[src/rtl/handshake_rx.sv]
// Destination side of a four-phase req/ack crossing: synchronizes src_req, captures the
// held src_data word, acks the source and queues the word in a 2-entry stream buffer.
module handshake_rx #(
    parameter int BITWIDTH    = 1,
    parameter int SYNC_STAGES = 2
) (
    input  logic                clk,
    input  logic                rst,
    input  logic                src_req,
    input  logic [BITWIDTH-1:0] src_data,
    output logic                dest_ack,
    output logic                rd_stream_valid,
    input  logic                rd_stream_ready,
    output logic [BITWIDTH-1:0] rd_stream_data,
    output logic                rd_stream_ok,
    output logic [15:0]         xfer_count,
    output logic                proto_err
);

    typedef enum logic [1:0] {IDLE, CAPTURE, ACK} state_t;

    state_t                   state_q, state_d;
    logic [SYNC_STAGES-1:0]   sync_q;
    logic                     req_sync;
    logic                     ack_d;
    logic                     push;
    logic [1:0]               count_q;
    logic                     wr_ptr, rd_ptr;
    logic [15:0]              xfer_cnt_q;
    logic [BITWIDTH-1:0]      mem [2];

    // NOTE: sequential state uses non-blocking assignments so every flop samples pre-edge values.
    always_ff @(posedge clk or posedge rst) begin
        if (rst) sync_q <= '0;
        else     sync_q <= {sync_q[SYNC_STAGES-2:0], src_req};
    end

    assign req_sync = sync_q[SYNC_STAGES-1];

    always_ff @(posedge clk or posedge rst) begin
        if (rst) begin
            state_q  <= IDLE;
            dest_ack <= 1'b0;
        end else begin
            state_q  <= state_d;
            dest_ack <= ack_d;
        end
    end

    // NOTE: every always_comb output gets a default first so no path leaves it unassigned (no latch).
    always_comb begin
        state_d = state_q;
        ack_d   = dest_ack;
        push    = 1'b0;
        case (state_q)
            IDLE: begin
                ack_d = 1'b0;
                // A full buffer withholds the ack; that is the source's only backpressure.
                if (req_sync && count_q != 2'd2) state_d = CAPTURE;
            end
            CAPTURE: begin
                push    = 1'b1;
                ack_d   = 1'b1;
                state_d = ACK;
            end
            ACK: begin
                if (!req_sync) begin
                    ack_d   = 1'b0;
                    state_d = IDLE;
                end
            end
            default: begin
                ack_d   = 1'b0;
                state_d = IDLE;
            end
        endcase
    end

    assign rd_stream_valid = (count_q != 2'd0);
    assign rd_stream_ok    = rd_stream_valid & rd_stream_ready;
    assign rd_stream_data  = rd_stream_valid ? mem[rd_ptr] : '0;
    assign xfer_count      = xfer_cnt_q;

    always_ff @(posedge clk or posedge rst) begin
        if (rst) begin
            count_q    <= 2'd0;
            wr_ptr     <= 1'b0;
            rd_ptr     <= 1'b0;
            xfer_cnt_q <= 16'd0;
            proto_err  <= 1'b0;
        end else begin
            case ({push, rd_stream_ok})
                2'b10:   count_q <= count_q + 2'd1;
                2'b01:   count_q <= count_q - 2'd1;
                default: count_q <= count_q;
            endcase
            if (push)         wr_ptr <= ~wr_ptr;
            if (rd_stream_ok) rd_ptr <= ~rd_ptr;
            if (push)         xfer_cnt_q <= xfer_cnt_q + 16'd1;
            // Request already gone while capturing: the source dropped it before seeing an ack.
            if (state_q == CAPTURE && !req_sync) proto_err <= 1'b1;
        end
    end

    // NOTE: storage is not reset; the output mux forces data to 0 while the buffer is empty.
    always_ff @(posedge clk) begin
        if (push) mem[wr_ptr] <= src_data;
    end

endmodule

[config.mk]
export PLATFORM = sky130hd
export DESIGN_NAME = handshake_rx
export DESIGN_NICKNAME = d
export VERILOG_FILES = /design/src/rtl/handshake_rx.sv
export SDC_FILE = /design/constraint.sdc
export NUM_CORES = 1
export LEC_CHECK = 0
export BUFFER_PORTS_ARGS = -buffer_cell sky130_fd_sc_hd__buf_2
export CORE_MARGIN = 2
export CORE_UTILIZATION = 50
export DETAILED_ROUTE_END_ITERATION = 7
export PLACE_DENSITY_LB_ADDON = 0.08
export SETUP_SLACK_MARGIN = 0.02
export SYNTH_ARGS = -nofsm -noshare
export SYNTH_HDL_FRONTEND = slang
export SYNTH_SLANG_ARGS = --single-unit
[constraint.sdc]
create_clock -name clk -period 4.94 [get_ports clk]
set_clock_uncertainty 0.15 [all_clocks]
set_input_delay 0.988 -clock clk [delete_from_list [all_inputs] [get_ports clk]]
set_output_delay 0.988 -clock clk [all_outputs]
set_load 0.1 [all_outputs]
==> results.json, run 1 <==
{
  "status": "finished clean",
  "drt_first_pass_iters": 4,
  "synthMostInstantiatedCell": "dfrtp_1",
  "fin_crit_sh": 0.569,
  "cp_top_family": "buffers and inverters",
  "vias": 756,
  "timing.critical_path.mode_cell": "buf_2",
  "irDropWorstVdd_mv": 0.545,
  "grt_max_degree": 27,
  "leakagePower_uw": 0.000729,
  "core_sq_um": 2210,
  "drc_errors": 0,
  "syn2layout_area_growth_pct": 16.7,
  "seq_area_frac_synth": 0.605,
  "finalMaxSlewViolations": 0,
  "synthArstFlopShare": 0.929,
  "worstSetupPathType": "in -> out",
  "placed_area_sq_um": 1340,
  "antenna_found_initial": 0,
  "critPathSlowestCell": "buf_2",
  "final_hold_viol_count": 0,
  "diodes": 0,
  "seq_power_share": 0.389,
  "synth_edf_count": 2,
  "worst_pin_slew_ns": 0.961,
  "grt-ovfl-total": 0,
  "synth.largest_area_cell": "dfrtp_1",
  "grt_pass1_vias": 786,
  "cts_setup_buffers": 0,
  "drive_gt1_frac": 0.289,
  "slew_headroom": 0.359,
  "num_rows": 17,
  "ctsLongestPathBuffers": 2,
  "cp-end-kind": "output pin",
  "worstSkewPairLatency_ns": 0.32,
  "path_clk_slew_ns": 0.14,
  "p_comb_frac": 0.487,
  "synthesis.area_sq_um": 1170,
  "synth_area_leaders": "dfrtp_1 (55%), xnor2_1 (9.7%), xor2_1 (5.2%)",
  "fmax_mhz": 355,
  "power_density_nw_per_um2": 639,
  "power_switching_uw": 455,
  "min_path_cells": 0,
  "syn-num-nets": 99,
  "initial_core_util": 0.531,
  "syn_avg_cell_area_sq_um": 12.8,
  "h-tree-depth": 1,
  "wirelength_mm": 1.91,
  "cts_hold_buf": 0,
  "die_w_um": 52.5,
  "p_int_uw": 421,
  "io_buffers": 25,
  "gp_congestion": 0.683,
  "final_nets": 129,
  "cts_resized": 0,
  "drv_cap": 0,
  "syn_inst": 92,
  "slowest_delay_ns": 0.45,
  "cts_root_buf": "clkbuf_4",
  "clockPowerShare": 0.124,
  "die_height_um": 52.5,
  "cts_made_buffers": 3,
  "reg2reg_depth": 5,
  "path_buf_inv": 2,
  "required_ns": 3.80,
  "hold_class": "reg -> reg",
  "grt_first_pass_wirelength_mm": 3.26,
  "die_area_sq_um": 2750,
  "design_area_sq_um": 1370,
  "cts_tree": "built",
  "critical_path_depth": 3,
  "fin_crit_ns": 2.81,
  "synth_warnings": 0,
  "pin_count": 26,
  "finalSetupViolations": 0,
  "finalSetupTns_ns": 0,
  "critPathLaunchType": "primary input",
  "switching_share": 0.519,
  "synth_seq_cells": 28,
  "track_usage": 0.168,
  "ys_types": 27,
  "drt_iter0_drc": 13,
  "antenna_left": 0,
  "cts.sinks": 28,
  "yosys.area.top_type_share": 0.554,
  "wire_per_inst_um": 12.8,
  "ys.flop_type": "dfrtp_1",
  "rsz0062_at_grt": "false",
  "path_cells": "buf_2 > and2_1 > buf_2",
  "viasPerCell": 5.07,
  "dpl.hpwl_mm": 1.42,
  "crit_arrival_ns": 1.68,
  "critPathMaxFanout": 3,
  "synth_common_cells": "dfrtp_1 (26), xnor2_1 (13), nand2_1 (10)"
}
area by class of cell:
class	count	area, sq um
inverter	3	11.3
sequential	28	711
fill	193	841
multi-input combinational	61	453
clock buffer	4	36.3
tap	28	35.0
timing repair buffer	25	125
worst register-to-register path: cells and delay by family, from the launching register on:
kind	cells	cell delay, ns
simple gates	2	0.45
flops	1	0.44
fa+ha+maj	1	0.38
buf+inv	1	0.26
xor+xnor	1	0.17
cell usage in the layout, fill, tap and decap left out:
master and count:
clkbuf_8 1, and4_2 1, nand3b_1 1, and2b_1 1, ha_1 2, nand4_2 1, nor3_2 1, o21bai_1 1
clkinv_1 1, nor2b_1 1, and2_1 2, and3_1 2, nor4b_1 1, xor2_1 7, nor3_4 1, dfrtp_1 26
nand3_1 3, nor2_1 6, buf_2 25, nand4_1 2, edfxtp_1 2, clkbuf_4 3, mux2i_1 1, and3_2 1
nand2_1 10, xnor2_1 13, nand3b_4 1, o21a_1 1, and4_1 1, inv_1 2
per-stage QoR:
stage	util	hold WS [ns]	worst slack, ns	std cells	total power [uW]
4_1_cts	0.620	0.218	2.12	149	885
3_5_place_dp	0.604	0.186	2.12	145	774
5_1_grt	0.620	0.233	2.09	149	920
2_1_floorplan	-	0.181	1.83	92	704
3_3_place_gp	0.604	0.183	2.15	145	765
6_report	0.620	0.216	2.13	149	876
power groups by stage:
stage	sequential (uW)	clock [uW]	combinational (uW)
final	341	109	427
after global routing	349	121	449
after CTS	341	114	430
after detailed placement	346	0	428
after global placement	342	0	423
after floorplan	500	0	204
final timing paths:
path                                       to  slack, ns       startpoint
worst max-delay path             rd_stream_ok       2.13  rd_stream_ready
worst min-delay path                sync_q[1]       0.22        sync_q[0]
worst max register to register     count_q[1]       3.02       state_q[1]
worst min register to register      sync_q[1]       0.22        sync_q[0]
max in group asynchronous       xfer_count[2]       3.35              rst
min in group asynchronous       xfer_count[8]       0.71              rst
sequential cells by signal, summed over array words and instances (netlist names):
name / flops
xfer_count: 16
count_q: 2
mem: 2
state_q: 2
sync_q: 2
dest_ack: 1
proto_err: 1
rd_ptr: 1
wr_ptr: 1
routing by layer:
layer  GRT usage  vias up  part of all wire  wire (um)
li1            -      364                 -          -
met1       0.204      372              0.45        855
met2       0.275       16              0.50        954
met3      0.0257        4             0.035         66
met4       0.107        0             0.018         34
met5           0        -                 0          0
kinds of logic after synthesis:
logic type	share of synthesized area
buffers and inverters	0.00958
xor gates and xnor gates	0.149
and+or+nand+nor	0.194
AOI/OAI and AO/OA	0.0128
DFF	0.605
muxes	0.00852
adders and majority gates	0.0213
(Power assumes the default switching activity.)
==> inputs of run 2 (changes only) <==
--- a/config.mk
+++ b/config.mk
@@ -7,7 +7,7 @@
 export LEC_CHECK = 0
 export BUFFER_PORTS_ARGS = -buffer_cell sky130_fd_sc_hd__buf_2
 export CORE_MARGIN = 2
-export CORE_UTILIZATION = 50
+export CORE_UTILIZATION = 47
 export DETAILED_ROUTE_END_ITERATION = 7
 export PLACE_DENSITY_LB_ADDON = 0.08
 export SETUP_SLACK_MARGIN = 0.02
==> constraint.sdc (replaced) <==
create_clock -name clk -period 2.4 [get_ports clk]
set_clock_uncertainty 0.15 [all_clocks]
set_input_delay 0.48 -clock clk [delete_from_list [all_inputs] [get_ports clk]]
set_output_delay 0.48 -clock clk [all_outputs]
set_load 0.1 [all_outputs]
==> results.json, run 2 (same netlist as run 1, synthesis figures left out) <==
{
  "slew_headroom": 0.676,
  "path_clk_slew_ns": 0.14,
  "die_height_um": 54.0,
  "drc_errors": 0,
  "reg2reg_depth": 6,
  "critPathLaunchType": "register",
  "crit_arrival_ns": 1.58,
  "antenna_found_initial": 0,
  "status": "finished clean",
  "initial_core_util": 0.483,
  "cp-end-kind": "output pin",
  "grt_first_pass_wirelength_mm": 3.13,
  "dpl.cell_count": 149,
  "drt_iter0_drc": 3,
  "path_buf_inv": 2,
  "final_hold_viol_count": 0,
  "drv_cap": 0,
  "final_common_cell": "dfrtp_1",
  "h-tree-depth": 1,
  "fin_crit_ns": 2.21,
  "pin_count": 26,
  "fin_hold_ws_ns": 0.0321,
  "cts_root_buf": "clkbuf_4",
  "drive_gt1_frac": 0.309,
  "grt_pass1_vias": 691,
  "track_usage": 0.156,
  "io_buffers": 25,
  "grt_max_degree": 27,
  "die_w_um": 54.0,
  "cts_tree": "built",
  "required_ns": 1.77,
  "wirelength_mm": 1.91,
  "finalNonFillerCells": 153,
  "num_rows": 18,
  "cts_made_buffers": 3,
  "power_density_nw_per_um2": 1290,
  "worstSetupPathType": "reg -> out",
  "final_cell_mix": "dfrtp_1 (26), buf_2 (25), xnor2_1 (13)",
  "worst_r2r_endpoint": "count_q[1]",
  "startpoint": "count_q[0]",
  "finalMaxSlewViolations": 0,
  "finalSetupTns_ns": 0,
  "worst_pin_slew_ns": 0.490,
  "syn2layout_area_growth_pct": 17.9,
  "critical_path_depth": 4,
  "cts_setup_buffers": 0,
  "antenna_left": 0,
  "cts_resized": 0,
  "irDropWorstVdd_mv": 0.937,
  "hold_class": "in -> async",
  "final_nets": 131,
  "ff2ff_setup_slack_ns": 0.57,
  "leakagePower_uw": 0.000732,
  "gp_congestion": 0.669,
  "r2r_start": "count_q[0]",
  "finalSetupViolations": 0,
  "worstSetupEndpoint": "rd_stream_ok",
  "drt_first_pass_iters": 4,
  "critPathMaxFanout": 4,
  "rsz0062_at_grt": "false",
  "cts_hold_buf": 0,
  "cts.sinks": 28,
  "slowest_delay_ns": 0.45,
  "ctsLongestPathBuffers": 2,
  "die_area_sq_um": 2920,
  "vias": 752,
  "path_cells": "nor2_1 > clkinvlp_4 > and2_4 > buf_2",
  "largest_reg_flops": 16,
  "viasPerCell": 4.92,
  "cp_top_family": "flip-flops",
  "grt-ovfl-total": 0,
  "wire_per_inst_um": 12.5,
  "fmax_mhz": 452,
  "diodes": 0,
  "worstSkewPairLatency_ns": 0.31,
  "fin_crit_sh": 0.922,
  "critPathSlowestCell": "dfrtp_1",
  "dpl.hpwl_mm": 1.43,
  "core_sq_um": 2430
}
run 2: per-layer routing:
layer  part of all wire  wire length, um  up-vias  track usage
li1                   -                -      368            -
met1               0.49              941      367        0.223
met2               0.46              877       15        0.230
met3              0.040               76        2       0.0250
met4             0.0078               15        0       0.0750
met5                  0                0        -            0
run 2: cell type report:
class / count / area [sq um]
multi-input combinational: 61 / 455
inverter: 3 / 15.0
clock inverter: 1 / 3.75
clock buffer: 3 / 22.5
tap: 30 / 37.5
timing repair buffer: 27 / 140
fill: 216 / 1050
sequential: 28 / 711
run 2: power by group:
group	internal [uW]	total (uW)	leakage, uW	switching, uW
sequential	584	700	0.000353	116
combinational	205	901	0.000363	696
clock	60.8	189	0.0000154	128
run 2: how the worst min path moves through the flow:
stage / from / endpoint / slack (ns) / cells after the start
after floorplan: sync_q[0] / sync_q[1] / 0.18 / 0
after CTS: rst / count_q[0] / 0.03 / 3
final: rst / xfer_count[5] / 0.03 / 3
after detailed placement: sync_q[0] / sync_q[1] / 0.19 / 0
after global placement: sync_q[0] / sync_q[1] / 0.18 / 0
after global routing: rst / xfer_count[5] / 0.05 / 3
run 2: stage by stage:
step	worst slack (ns)	total power, uW	utilization	instance area, sq um
floorplan	0.0138	1460	-	1180
global placement	0.583	1600	0.559	1360
detailed placement	0.529	1620	0.559	1360
CTS	0.144	1810	0.569	1390
global route	0.0639	1890	0.569	1390
finish	0.187	1790	0.569	1390
run 2: tightest hold or removal path: stages:
cell   delay, ns
buf_2       0.10
inv_1       0.04
buf_4       0.30
==> inputs of run 3 (changes only) <==
==> constraint.sdc (replaced) <==
create_clock -name clk -period 2.4 [get_ports clk]
set_clock_uncertainty 0.15 [all_clocks]
set_input_delay 0.12 -clock clk [delete_from_list [all_inputs] [get_ports clk]]
set_output_delay 0.12 -clock clk [all_outputs]
set_load 0.1 [all_outputs]
==> results.json, run 3 (same netlist as run 1, synthesis figures left out) <==
{
  "path_cells": "nor2_1 > clkinvlp_4 > and2_4 > buf_2",
  "syn2layout_area_growth_pct": 20.7,
  "critPathSlowestCell": "dfrtp_1",
  "fmax_mhz": 535,
  "drive_gt1_frac": 0.294,
  "die_w_um": 54.0,
  "cp-end-kind": "output pin",
  "rsz0062_at_grt": "false",
  "worstSetupPathType": "reg -> out",
  "critPathMaxFanout": 4,
  "cts_tree": "built",
  "clockPowerShare": 0.107,
  "critPathLaunchType": "register",
  "final.setup.worst_slack_ns": 0.530,
  "cts_root_buf": "clkbuf_4",
  "ctsLongestPathBuffers": 2,
  "final_nets": 134,
  "track_usage": 0.148,
  "cts_setup_buffers": 0,
  "diodes": 0,
  "final_cell_mix": "dfrtp_1 (26), buf_2 (25), xnor2_1 (13)",
  "place_ws_ns": 0.568,
  "fin_crit_ns": 1.87,
  "worst_pin_slew_ns": 0.484,
  "cts.sinks": 28,
  "grt_max_degree": 27,
  "antenna_left": 0,
  "final_hold_viol_count": 0,
  "io_buffers": 25,
  "antenna_found_initial": 0,
  "final_common_cell": "dfrtp_1",
  "grt_pass1_vias": 693,
  "switching_share": 0.523,
  "vias": 758,
  "p_total_uw": 1780,
  "worstSkewPairLatency_ns": 0.31,
  "p_comb_frac": 0.500,
  "p_int_uw": 849,
  "largest_reg_flops": 16,
  "cp_top_family": "flip-flops",
  "crit_arrival_ns": 1.60,
  "finalNonFillerCells": 156,
  "dpl.cell_count": 148,
  "core_sq_um": 2430,
  "grt_first_pass_wirelength_mm": 3.06,
  "hold_class": "in -> async",
  "finalSetupViolations": 0,
  "dpl.hpwl_mm": 1.44,
  "drc_errors": 0,
  "irDropWorstVdd_mv": 0.908,
  "fin_crit_sh": 0.779,
  "fillers": 208,
  "die_area_sq_um": 2920,
  "required_ns": 2.13,
  "num_rows": 18,
  "path_buf_inv": 2,
  "gp_congestion": 0.674,
  "status": "finished clean",
  "power_density_nw_per_um2": 1260,
  "slew_headroom": 0.679,
  "drv_cap": 0,
  "die_height_um": 54.0,
  "wirelength_mm": 1.92,
  "pin_count": 26,
  "drt_iter0_drc": 3,
  "finalSetupTns_ns": 0,
  "power_switching_uw": 933,
  "leakagePower_uw": 0.000744,
  "seq_power_share": 0.393,
  "viasPerCell": 4.86,
  "finalMaxSlewViolations": 0,
  "cts_made_buffers": 3,
  "path_clk_slew_ns": 0.14,
  "drt_first_pass_iters": 4,
  "h-tree-depth": 1,
  "grt-ovfl-total": 0,
  "slowest_delay_ns": 0.46,
  "wire_per_inst_um": 12.3,
  "initial_core_util": 0.483
}
[run 3: cell type report]
type | count | area [sq um] | area share
sequential | 28 | 711 | 0.501
multi-input combinational | 61 | 455 | 0.321
timing repair buffer | 30 | 173 | 0.122
tap | 30 | 37.5 | 0.0265
clock buffer | 4 | 26.3 | 0.0185
inverter | 3 | 15.0 | 0.0106
[run 3: routing by layer]
| layer | routed length [um] | up-vias | global-route usage |
|---|---|---|---|
| met1 | 950 | 367 | 0.219 |
| met2 | 857 | 17 | 0.215 |
| li1 | - | 372 | - |
| met5 | 0 | - | 0 |
| met4 | 13 | 0 | 0.0625 |
| met3 | 93 | 2 | 0.0250 |
[run 3: path summary, 6_finish.rpt]
check	slack, ns	from	to	cells after the start
max reg2reg	0.55	state_q[1]	count_q[1]	6
min reg2reg	0.22	sync_q[0]	sync_q[1]	0
max	0.53	count_q[0]	rd_stream_ok	4
min in group clk	0.22	sync_q[0]	sync_q[1]	0
max in group asynchronous	1.64	rst	xfer_count[10]	4
min	0.22	rst	count_q[1]	4
[run 3: timing repair]
item / 4_1_cts / 5_1_grt
hold buffers: 4 / 0
resized for setup: 0 / 0
endpoints found under the hold margin: 30 / 0
[run 3: worst min-delay path, cell delays in order]
cell           delay [ns]
dlygate4sd3_1        0.53
buf_2                0.12
inv_1                0.04
buf_4                0.30
[run 3: per-stage QoR]
stage	cell area, sq um	hold slack (ns)	util
global route	1420	0.226	0.583
detailed placement	1350	0.0409	0.556
global placement	1350	0.0324	0.556
CTS	1420	0.221	0.583
floorplan	1180	0.00143	-
finish	1420	0.216	0.583
[run 3: power by group through the flow]
stage / Clock (uW) / Sequential (uW) / Combinational [uW]
after CTS: 202 / 702 / 899
final: 191 / 701 / 890
after global placement: 0 / 707 / 888
after floorplan: 0 / 1030 / 432
after detailed placement: 0 / 714 / 891
after global routing: 220 / 721 / 940
